$ cat config.mk
export PLATFORM = sky130hd
export DESIGN_NAME = param_sort
export DESIGN_NICKNAME = d
export VERILOG_FILES = /design/src/rtl/param_sort.sv
export SDC_FILE = /design/constraint.sdc
export NUM_CORES = 2
export LEC_CHECK = 0
export ABC_AREA = 1
export CORE_ASPECT_RATIO = 1.25
export CORE_UTILIZATION = 40
export CTS_BUF_LIST = sky130_fd_sc_hd__clkbuf_4 sky130_fd_sc_hd__clkbuf_8 sky130_fd_sc_hd__clkbuf_16
export DETAILED_ROUTE_END_ITERATION = 12
export PLACE_DENSITY = 0.6
export SLEW_MARGIN = 30
export SYNTH_ARGS = -nofsm -noshare
export SYNTH_HDL_FRONTEND = slang
export SYNTH_SLANG_ARGS = --single-unit
$ cat constraint.sdc
create_clock -name clk -period 34.8 [get_ports clk]
set_input_delay 5.22 -clock clk [delete_from_list [all_inputs] [get_ports clk]]
set_output_delay 5.22 -clock clk [all_outputs]
set_load 0.01 [all_outputs]
$ cat src/rtl/param_sort.sv
// param_sort: odd-even transposition sorter for N unsigned W-bit elements.
// Sorts ascending or descending, stops early once two consecutive phases
// make no swap, and reports how many phases the last sort used.
//
// Handshake: `start` is a request that is taken only in IDLE, and it loads
// `data_in` and `descending` on that edge. `done` stays high in DONE until
// `ack` is seen on a rising edge, and that edge returns the block to IDLE.
// A `start` in SORT or DONE is dropped. An `ack` outside DONE is ignored.
// When `start` and `ack` are both high in DONE, `ack` takes priority and
// `start` must be presented again once the block is back in IDLE.
module param_sort #(
    parameter int N  = 32,
    parameter int W  = 7,
    parameter int CW = $clog2(N + 1)
) (
    input  logic            clk,
    input  logic            reset,
    input  logic            start,
    input  logic            ack,
    input  logic            descending,
    input  logic [N*W-1:0]  data_in,
    output logic [N*W-1:0]  data_out,
    output logic            busy,
    output logic            done,
    output logic [CW-1:0]   phase_count
);

    typedef enum logic [1:0] {
        IDLE = 2'd0,
        SORT = 2'd1,
        DONE = 2'd2
    } state_t;

    state_t         state;
    state_t         state_next;

    logic [W-1:0]   arr    [N];
    logic [W-1:0]   arr_nx [N];
    logic           desc_q;
    logic [CW-1:0]  k;          // index of the phase running this cycle
    logic           prev_zero;  // the previous phase made no swap
    logic           swapped;
    logic           terminate;
    logic [N*W-1:0] packed_nx;

    logic           load;
    logic           advance;
    logic           finish;
    logic           busy_d;
    logic           done_d;

    // State register
    always_ff @(posedge clk or posedge reset) begin
        if (reset) begin
            state <= IDLE;
        end else begin
            state <= state_next;
        end
    end

    // Next-state logic
    always_comb begin
        state_next = state;
        case (state)
            IDLE:    if (start)     state_next = SORT;
            SORT:    if (terminate) state_next = DONE;
            DONE:    if (ack)       state_next = IDLE;
            default:                state_next = IDLE;
        endcase
    end

    // Output and control decode; busy/done are registered from the next state
    always_comb begin
        load    = (state == IDLE) && start;
        advance = (state == SORT);
        finish  = advance && terminate;
        busy_d  = (state_next == SORT);
        done_d  = (state_next == DONE);
    end

    // One compare-exchange phase. Even phases pair (0,1),(2,3)...; odd
    // phases pair (1,2),(3,4)... The pairs are disjoint, so every pair reads
    // the current array and writes its own two slots.
    always_comb begin
        arr_nx  = arr;
        swapped = 1'b0;
        for (int i = 0; i < N - 1; i++) begin
            if ((i % 2) == int'(k[0])) begin
                if (desc_q ? (arr[i] < arr[i+1]) : (arr[i] > arr[i+1])) begin
                    arr_nx[i]   = arr[i+1];
                    arr_nx[i+1] = arr[i];
                    swapped     = 1'b1;
                end
            end
        end
    end

    // Stop after two consecutive quiet phases, or after N phases. N phases
    // always sort the array.
    always_comb begin
        terminate = (k == CW'(N - 1)) || ((k != '0) && prev_zero && !swapped);
    end

    // Flatten the post-phase array so it can be captured on completion
    always_comb begin
        packed_nx = '0;
        for (int i = 0; i < N; i++) begin
            packed_nx[i*W +: W] = arr_nx[i];
        end
    end

    // Working array, order latch and phase bookkeeping
    always_ff @(posedge clk or posedge reset) begin
        if (reset) begin
            for (int i = 0; i < N; i++) begin
                arr[i] <= '0;
            end
            desc_q    <= 1'b0;
            k         <= '0;
            prev_zero <= 1'b0;
        end else if (load) begin
            for (int i = 0; i < N; i++) begin
                arr[i] <= data_in[i*W +: W];
            end
            desc_q    <= descending;
            k         <= '0;
            prev_zero <= 1'b0;
        end else if (advance) begin
            arr       <= arr_nx;
            k         <= k + CW'(1);
            prev_zero <= !swapped;
        end
    end

    // Registered outputs; the result is only written when a sort completes
    always_ff @(posedge clk or posedge reset) begin
        if (reset) begin
            busy        <= 1'b0;
            done        <= 1'b0;
            data_out    <= '0;
            phase_count <= '0;
        end else begin
            busy <= busy_d;
            done <= done_d;
            if (finish) begin
                data_out    <= packed_nx;
                phase_count <= k + CW'(1);
            end
        end
    end

endmodule
==> impl_metrics.csv <==
group,metric,value,unit
global_routing,grt_max_degree,190,
power_and_ir_drop,ir_drop,55.7,uV
critical_path,crit_fanout,136,
yosys,avgSynthCellArea,7.54,um2
clock_tree,cts_buffer_depth,3,
clock_tree,cts_made_buffers,52,
timing,whs,0.467,ns
placed_design,dp_hpwl,71.2,mm
die,ioPinCount,461,
timing,slew_headroom,27.4,%
die,core,72100,um2
clock_tree,cts_tree,"yes",
cells_and_area,multiInputGateArea,15200,um2
yosys,syn-num-nets,4324,
yosys,netlist_instances,3876,
cells_and_area,seq_area,11700,um2
critical_path,worstPathRequired,35.24,ns
hold_path,hold_path.class,"flop to flop",
placed_design,portBuffers,460,
clock_tree,cts_setup_buffers,0,
placed_design,dp_slack,26.03,ns
cells_and_area,drive_gt1_share,3.63,%
die,fp.dieH,304,um
die,start_util,40.5,%
critical_path,crit_start,"start",
detailed_routing,drt_iter0_markers,1947,
yosys,syn_area,29200,um2
cells_and_area,area_delta_synth_final,23.7,%
cells_and_area,final_cell_area,36100,um2
timing,fmax,125,MHz
detailed_routing,dr.pass1.iters,6,
critical_path,r2r-start,"desc_q",
detailed_routing,avgRoutedWirePerCell,19.5,um
global_routing,antenna_found_initial,11,
detailed_routing,drc,0,
yosys,yosysWarnings,0,
timing,tightest_slew,1.09,ns
timing,rsz0062_at_grt,"no",
timing,period_share,23.0,%
detailed_routing,viasPerCell,5.36,
detailed_routing,ant_nets,0,
critical_path,slowest_delay,0.77,ns
die,rows,110,
timing,maxSlewViolCount,0,
critical_path,r2r_cells,14,
critical_path,worstSetupEndpoint,"arr[50]",
global_routing,grt_pass1_wl,157,mm
clock_tree,cts.sinks,466,
flow_run,drv_cap,0,
global_routing,grtUsageTotal,26.8,%
detailed_routing,dr_total_vias,27700,
global_routing,grt_pass1_vias,27400,
power_and_ir_drop,finalPower,4.40,mW
timing,finalClockSkew,0.0183,ns
clock_tree,htreeDepth,2,
clock_tree,hold_buffers,0,
timing,min_period,8.00,ns
critical_path,rrSetupSlack,29.80,ns
clock_tree,cts.repair.resized,0,
clock_tree,clock_latency,0.61,ns
critical_path,cp-start-kind,"primary input",
clock_tree,path_clk_slew,0.06,ns
placed_design,place_congestion,0.862,
global_routing,gr-total-overflow,0,
critical_path,path_class,"primary input to flop",
power_and_ir_drop,power_density,122,nW/um2
yosys,synth.distinct_cells,30,
power_and_ir_drop,p_leak,17.6,nW
critical_path,arrival,8.45,ns
timing,final.setup.worst_slack,26.80,ns
timing,finalHoldViolations,0,
yosys,ys_seq_elements,466,
critical_path,critPathSlowestCell,"buf_4",
placed_design,post_dp_cell_area,34300,um2
yosys,ys_seq_area_share,39.9,%
timing,finalSetupViolCount,0,
critical_path,crit_path_end_kind,"flop",
timing,fin_setup_tns,0,ns
detailed_routing,routed_wl,101,mm
cells_and_area,finalNetCount,4626,
critical_path,crit_chain,"clkdlybuf4s50_1 -> nand2_1 -> nor2_4 -> buf_12 -> nor2_2 -> inv_6 -> buf_4 -> o211ai_1",
run_status,status,"completed",
cells_and_area,antenna_cells,0,
die,die_area,74100,um2
critical_path,r2r-end,"data_out[216]",
clock_tree,cts_root_buf,"clkbuf_16",
cells_and_area,fillerInstances,7221,
die,fp.dieW,244,um
[metrics by stage]
step | instances | utilization (%)
floorplan | 3876 | -
global placement | 5071 | 47.3
CTS | 5166 | 50.0
global route | 5167 | 50.1
detailed placement | 5075 | 47.5
finish | 5167 | 50.1
[registers in the layout (all words and copies together) (netlist names)]
signal and flops:
prev_zero 1, arr 224, k 6, data_out 224, state 2, phase_count 6, done 1, desc_q 1
busy 1
[cell type report]
class                           count  area share, %
Tap cell                          952           3.30
Inverter                          343           3.60
Clock buffer                       73           4.21
Sequential cell                   466           32.3
Clock inverter                     18          0.703
Multi-Input combinational cell   2822           42.1
Timing Repair Buffer              493           13.9
[metal layers]
metal	up-vias	global-route usage, %	wire length [um]
met1	13100	33.7	42200
met4	22	9.07	3430
met5	-	0	142
met3	174	4.28	5150
met2	729	46.2	49800
li1	13600	-	-
[worst max-delay path: cells and delay by family]
family | cells | cell delay, ns
buffers and inverters | 4 | 2.23
AND/OR/NAND/NOR | 3 | 0.54
AO/OA/AOI/OAI | 1 | 0.18
[where the power goes]
group	internal (mW)	switching [mW]
Clock	0.348	0.242
Sequential	0.826	0.210
Combinational	1.04	1.73
Total	2.21	2.19
[logic make-up after synthesis]
| logic type | synth area share [%] |
|---|---|
| AOI/OAI and AO/OA | 17.7 |
| xor gates and xnor gates | 0.120 |
| adders and majority gates | 9.38 |
| buffers and inverters | 8.40 |
| DFF | 39.9 |
| and+or+nand+nor | 24.5 |
[worst min path at each step]
| stage | start | to | depth (start not counted) |
|---|---|---|---|
| global placement | data_out[148] | data_out[148] | 2 |
| floorplan | prev_zero | prev_zero | 2 |
| finish | data_out[76] | data_out[76] | 2 |
| detailed placement | data_out[217] | data_out[217] | 2 |
| global route | data_out[3] | data_out[3] | 2 |
| CTS | data_out[217] | data_out[217] | 2 |
[placed cells by master (no fill, tap or decap), types with 13 or more instances in the layout]
master and n:
a21o_1 22, a21oi_1 105, buf_4 20, clkbuf_16 53
clkbuf_4 13, clkdlybuf4s50_1 460, dfrtp_1 465, ha_1 219
inv_1 335, nand2_1 1362, nand3_1 295, nand3_2 14
nand4_1 20, nor2_1 80, o211ai_1 345, o21ai_0 287
o221ai_1 33, o22ai_1 16
[Yosys cell counts]
library cell	count	area [um2]
a21o_1	22	165
a21oi_1	105	526
a21oi_2	1	8.76
buf_1	17	63.8
buf_2	14	70.1
buf_4	21	158
buf_6	20	225
clkbuf_1	173	649
clkinv_1	3	11.3
dfrtp_1	466	11700
ha_1	219	2740
inv_1	336	1260
inv_2	4	15.0
nand2_1	1362	5110
nand2_2	1	6.26
nand2_4	1	11.3
nand3_1	307	1540
nand3_2	2	20.0
nand3b_1	3	22.5
nand4_1	20	125
nor2_1	83	312
nor2_2	1	6.26
nor3_1	2	10.0
o211ai_1	345	2590
o21a_1	2	15.0
o21ai_0	287	1440
o21ai_1	6	30.0
o221ai_1	33	289
o22ai_1	16	100
xor2_1	4	35.0
(Power assumes the default switching activity.)
